<file path="config.mk">
export PLATFORM = sky130hd
export DESIGN_NAME = multicycle_control_fsm
export DESIGN_NICKNAME = d
export VERILOG_FILES = /design/src/rtl/multicycle_control_fsm.sv
export SDC_FILE = /design/constraint.sdc
export NUM_CORES = 1
export LEC_CHECK = 0
export CORE_MARGIN = 2
export CORE_UTILIZATION = 36
export CTS_CLUSTER_SIZE = 10
export DETAILED_ROUTE_END_ITERATION = 12
export GPL_TIMING_DRIVEN = 0
export PLACE_DENSITY = 0.77
export SLEW_MARGIN = 20
export SYNTH_ARGS = -nofsm -noshare
export SYNTH_HDL_FRONTEND = slang
export SYNTH_SLANG_ARGS = --single-unit
export TNS_END_PERCENT = 20
</file>
<file path="constraint.sdc">
create_clock -name clk -period 1.9 [get_ports clk]
set_input_delay 0.38 -clock clk [delete_from_list [all_inputs] [get_ports clk]]
set_output_delay 0.38 -clock clk [all_outputs]
set_load 0.005 [all_outputs]
</file>
<file path="src/rtl/multicycle_control_fsm.sv">
// Moore main control FSM for the multicycle RV32I datapath.
// Optional feature macro: MCCTRL_BNE_EN (enables bne resolution in BRANCH).
module multicycle_control_fsm (
   input  logic       clk,
   input  logic       reset,
   input  logic [6:0] op,
   input  logic [2:0] funct3,
   input  logic       Zero,
   output logic       PCWrite,
   output logic       AdrSrc,
   output logic       MemWrite,
   output logic       IRWrite,
   output logic [1:0] ResultSrc,
   output logic [1:0] ALUSrcA,
   output logic [1:0] ALUSrcB,
   output logic [1:0] ALUOp,
   output logic [1:0] ImmSrc,
   output logic       RegWrite,
   output logic       InstrDone,
   output logic       Illegal
);

   localparam logic [6:0] OP_LW  = 7'b0000011;
   localparam logic [6:0] OP_SW  = 7'b0100011;
   localparam logic [6:0] OP_R   = 7'b0110011;
   localparam logic [6:0] OP_I   = 7'b0010011;
   localparam logic [6:0] OP_JAL = 7'b1101111;
   localparam logic [6:0] OP_BR  = 7'b1100011;

   typedef enum logic [3:0] {
      FETCH    = 4'd0,
      DECODE   = 4'd1,
      MEMADR   = 4'd2,
      MEMREAD  = 4'd3,
      MEMWB    = 4'd4,
      MEMWRITE = 4'd5,
      EXECR    = 4'd6,
      EXECI    = 4'd7,
      JAL      = 4'd8,
      ALUWB    = 4'd9,
      BRANCH   = 4'd10
   } state_t;

   state_t     state_r;
   state_t     next_state_s;
   state_t     out_state_s;
   logic       pcupdate_s;
   logic       branch_s;
   logic       taken_s;
   logic       illegal_op_s;

   // State register with synchronous reset into FETCH.
   always_ff @(posedge clk) begin
      if (reset) begin
         state_r <= FETCH;
      end else begin
         state_r <= next_state_s;
      end
   end

   // Opcode legality, shared by the DECODE transition and the Illegal pulse.
   always_comb begin
      case (op)
         OP_LW, OP_SW, OP_R, OP_I, OP_JAL, OP_BR: illegal_op_s = 1'b0;
         default:                                 illegal_op_s = 1'b1;
      endcase
   end

   // Next-state logic.
   always_comb begin
      next_state_s = FETCH;
      case (state_r)
         FETCH:   next_state_s = DECODE;
         DECODE: begin
            case (op)
               OP_LW, OP_SW: next_state_s = MEMADR;
               OP_R:         next_state_s = EXECR;
               OP_I:         next_state_s = EXECI;
               OP_JAL:       next_state_s = JAL;
               OP_BR:        next_state_s = BRANCH;
               default:      next_state_s = FETCH;
            endcase
         end
         MEMADR: begin
            if (op == OP_SW) begin
               next_state_s = MEMWRITE;
            end else begin
               next_state_s = MEMREAD;
            end
         end
         MEMREAD:  next_state_s = MEMWB;
         EXECR, EXECI, JAL: next_state_s = ALUWB;
         MEMWB, MEMWRITE, ALUWB, BRANCH: next_state_s = FETCH;
         default:  next_state_s = FETCH;
      endcase
   end

   // Branch condition; bne is only honoured when the feature macro is set.
   always_comb begin
      taken_s = 1'b0;
      case (funct3)
         3'b000:  taken_s = Zero;
`ifdef MCCTRL_BNE_EN
         3'b001:  taken_s = ~Zero;
`else
         3'b001:  taken_s = 1'b0;
`endif
         default: taken_s = 1'b0;
      endcase
   end

   // Immediate format follows the opcode, independent of state.
   always_comb begin
      case (op)
         OP_SW:   ImmSrc = 2'b01;
         OP_BR:   ImmSrc = 2'b10;
         OP_JAL:  ImmSrc = 2'b11;
         default: ImmSrc = 2'b00;
      endcase
   end

   // During reset the decode sees FETCH so selects match FETCH; enables are masked below.
   assign out_state_s = reset ? FETCH : state_r;

   // Moore output decode with all signals defaulted to zero.
   always_comb begin
      AdrSrc     = 1'b0;
      MemWrite   = 1'b0;
      IRWrite    = 1'b0;
      ResultSrc  = 2'b00;
      ALUSrcA    = 2'b00;
      ALUSrcB    = 2'b00;
      ALUOp      = 2'b00;
      RegWrite   = 1'b0;
      InstrDone  = 1'b0;
      Illegal    = 1'b0;
      pcupdate_s = 1'b0;
      branch_s   = 1'b0;
      case (out_state_s)
         FETCH: begin
            IRWrite    = 1'b1;
            ALUSrcB    = 2'b10;
            ResultSrc  = 2'b10;
            pcupdate_s = 1'b1;
         end
         DECODE: begin
            ALUSrcA   = 2'b01;
            ALUSrcB   = 2'b01;
            InstrDone = illegal_op_s;
            Illegal   = illegal_op_s;
         end
         MEMADR: begin
            ALUSrcA = 2'b10;
            ALUSrcB = 2'b01;
         end
         EXECI: begin
            ALUSrcA = 2'b10;
            ALUSrcB = 2'b01;
            ALUOp   = 2'b10;
         end
         EXECR: begin
            ALUSrcA = 2'b10;
            ALUOp   = 2'b10;
         end
         MEMREAD: begin
            AdrSrc = 1'b1;
         end
         MEMWRITE: begin
            AdrSrc    = 1'b1;
            MemWrite  = 1'b1;
            InstrDone = 1'b1;
         end
         MEMWB: begin
            ResultSrc = 2'b01;
            RegWrite  = 1'b1;
            InstrDone = 1'b1;
         end
         ALUWB: begin
            RegWrite  = 1'b1;
            InstrDone = 1'b1;
         end
         JAL: begin
            ALUSrcA    = 2'b01;
            ALUSrcB    = 2'b10;
            pcupdate_s = 1'b1;
         end
         BRANCH: begin
            ALUSrcA   = 2'b10;
            ALUOp     = 2'b01;
            branch_s  = 1'b1;
            InstrDone = 1'b1;
         end
         default: begin
            IRWrite = 1'b0;
         end
      endcase
      if (reset) begin
         IRWrite    = 1'b0;
         MemWrite   = 1'b0;
         RegWrite   = 1'b0;
         InstrDone  = 1'b0;
         Illegal    = 1'b0;
         pcupdate_s = 1'b0;
         branch_s   = 1'b0;
      end else begin
         pcupdate_s = pcupdate_s;
      end
   end

   assign PCWrite = pcupdate_s | (branch_s & taken_s);

endmodule

</file>
==> impl_metrics.ini <==
[timing]
rsz0062_at_grt = true
setup_ws_ns = -0.0976
setup_viol_count_final = 4
finalHoldViolCount = 0
post-route-min-period_ns = 2.00
finalCritPeriodShare_pct = 105
worst_pin_slew_ns = 0.281
fmaxAchievable_ghz = 0.501
slew_viol_final = 0
maxSlewHeadroom_pct = 81.2
clock_skew_ns = 0.000699
hold_ws_ns = 0.466

[grt]
antenna_found_initial = 0
grt_pass1_wl_um = 2900
grt_max_degree = 11
grt_pass1_vias = 610
grt_overflow = 0
grt_use_total_pct = 21.1

[final_layout]
final_common_cell = dlygate4sd2_1
reg_top3 = state_r: 4 flops
final_nets = 125
drive_gt1_share_pct = 33.6
regMostFlops = state_r
fin_cells = 125
n_fill_cell = 115
layout_common_cells = 10 x dlygate4sd2_1, 8 x dlymetal6s2s_1, 6 x clkdlybuf4s50_1, 5 x clkbuf_4, 5 x buf_4
area.growth.synth_to_final_pct = 90.9
antenna_cells = 0
largest_register_ff_count = 4

[setup_path]
critPathKind = flop to output port
path_max_fanout = 5
critPathCaptureType = output port
cpMaxStageDelayCell = or3b_4
crit_family = simple AND/OR/NAND/NOR gates
crit_buf_inv = 1
slowest_delay_ns = 0.41
crit_chain = or3b_4 > or3_4 > o22ai_1 > buf_2
cp-start-kind = flop
arrival_ns = 1.62
cp.required_ns = 1.52

[place]
globalplace.congestion = 0.821
io_buffer_count = 29
dp_cells = 119
dpl.hpwl_um = 1230
dp_slack_ns = -0.716

[synth]
netlist_instances = 75
synth_area_per_cell_um2 = 6.81
netlist_area_um2 = 510
yosysWarnings = 0
post-synth-top-area-cell = dfxtp_1
synth-seq-cells = 4
synth_top_area_share_pct = 15.7
ys_top_cells_by_area = dfxtp_1 16%, xnor2_1 5.1%, nor3_1 4.9%, nor4_1 4.9%, buf_2 3.9%
ys_types = 34
synth_seq_area_share_pct = 15.7
synth_nets = 88

[detailed_routing]
viasPerCell = 5.90
routedWlPerCell_um = 14.9
drt_iter0_markers = 23
first_pass_iters = 4
vias = 737
ant_nets = 0
drc_errors = 0
routed_wl_um = 1860

[run_status]
violations = negative setup slack
status = finished, violations left

[power_and_ir_drop]
p_per_area_nw_per_um2 = 325
switchingPower_uw = 93.7
clockPowerShare_pct = 32.0
p_comb_share_pct = 40.0
p_leak_nw = 0.495
p_int_uw = 223
ir_worst_vdd_mv = 0.319
seqPwrFrac_pct = 28.0
sw_frac_of_total_pct = 29.5

[floorplanning]
die_x_um = 41.7
rows = 13
die-area_um2 = 1740
start_util_pct = 38.7
dieHeight_um = 41.7
pin_count = 30
design.core.area_um2 = 1320

[clocking]
cts_buffers = 3
tritoncts = done
root_buffer = clkbuf_4
cts_hold_buf = 0
clk-insertion-delay-late_ns = 0.23
clk_path_buf_depth = 2
cts.sinks = 4
htree_levels = 1
clk_pin_slew_ns = 0.04

[run]
max_cap_violations = 0

[min_path]
hp-class = input pin to flop
## path summary, 6_finish.rpt
kind	end	from	cells past startpoint	slack [ns]
hold / removal	state_r[2]$_SDFF_PP0_	reset	3	0.47
hold reg to reg	state_r[2]$_SDFF_PP0_	state_r[2]$_SDFF_PP0_	2	0.58
setup / recovery	InstrDone	state_r[3]$_SDFF_PP0_	4	-0.1
setup reg to reg	state_r[3]$_SDFF_PP0_	state_r[1]$_SDFF_PP0_	4	0.78
## metal layers
metal | part of all wire, % | vias to the layer above | routed length [um] | global-route usage [%]
li1 | - | 357 | - | -
met1 | 42 | 354 | 790 | 29.1
met2 | 52 | 26 | 972 | 33.1
met3 | 5.3 | 0 | 99 | 3.04
met4 | 0 | 0 | 0 | 7.74
met5 | 0 | - | 0 | 0
## cell usage after synthesis
cell	instances
nor2_1	5
clkbuf_1	3
or3_1	2
a21oi_1	3
o22ai_1	1
o21ai_0	2
buf_2	4
dfxtp_1	4
nand3_1	2
a2111oi_2	1
nand2b_1	2
nor3b_1	2
nor4_1	4
inv_1	3
a22oi_1	1
o31ai_1	1
a221oi_1	1
or2_2	1
nand2_1	4
and4b_1	1
xnor2_1	3
o21ba_2	1
nor2b_1	3
a31oi_1	3
nor3_1	5
nor4b_1	1
or3b_1	1
and2_1	1
a2111oi_0	1
o211ai_1	1
a211oi_1	1
and3_1	3
nand4_1	3
xor2_1	1
## worst reg2reg max path, stage by stage, from the launching register on
cell,delay (ns)
dfxtp_2,0.37
buf_4,0.19
o21ai_0,0.16
o211ai_1,0.14
a21oi_1,0.17
## power groups by stage
stage / Combinational (mW) / Sequential, mW / Clock, mW
2_1_floorplan: 0.0523 / 0.0889 / 0
3_5_place_dp: 0.116 / 0.0894 / 0
4_1_cts: 0.118 / 0.0888 / 0.106
6_report: 0.127 / 0.0887 / 0.102
5_1_grt: 0.136 / 0.0890 / 0.107
3_3_place_gp: 0.114 / 0.0892 / 0
## through the flow
step / power, mW / setup TNS (ns) / area (um^2) / util, %
3_3_place_gp: 0.203 / -6.05 / 820 / 62.2
4_1_cts: 0.313 / -1.43 / 898 / 68.2
5_1_grt: 0.333 / -0.505 / 975 / 74.0
3_5_place_dp: 0.205 / -6.17 / 820 / 62.2
2_1_floorplan: 0.141 / 0 / 510 / -
6_report: 0.317 / -0.286 / 975 / 74.0
## cell families (layout without fill, tap and decap cells)
family,Yosys count,after routing,synth area share (%)
compound gates,17,17,24.0
xor+xnor,4,4,6.86
buf+inv,10,45,8.33
simple gates,40,40,45.1
flops,4,4,15.7
## area by class of cell
class / instances / area [um^2] / share of cell area [%]
buffer: 6 / 50.0 / 5.13
tap: 15 / 18.8 / 1.93
inverter: 3 / 11.3 / 1.16
multi-input combinational: 61 / 470 / 48.3
clock buffer: 3 / 22.5 / 2.31
timing repair buffer: 33 / 314 / 32.2
sequential: 4 / 87.6 / 8.99
## repair_timing
action / CTS / global route
resized for setup: 40 / 26
cloned: 0 / 0
setup endpoints to repair: 17 / 13
pin swaps: 4 / 2
buffers inserted: 4 / 0
Note: power is estimated with default switching activity, not from simulation.
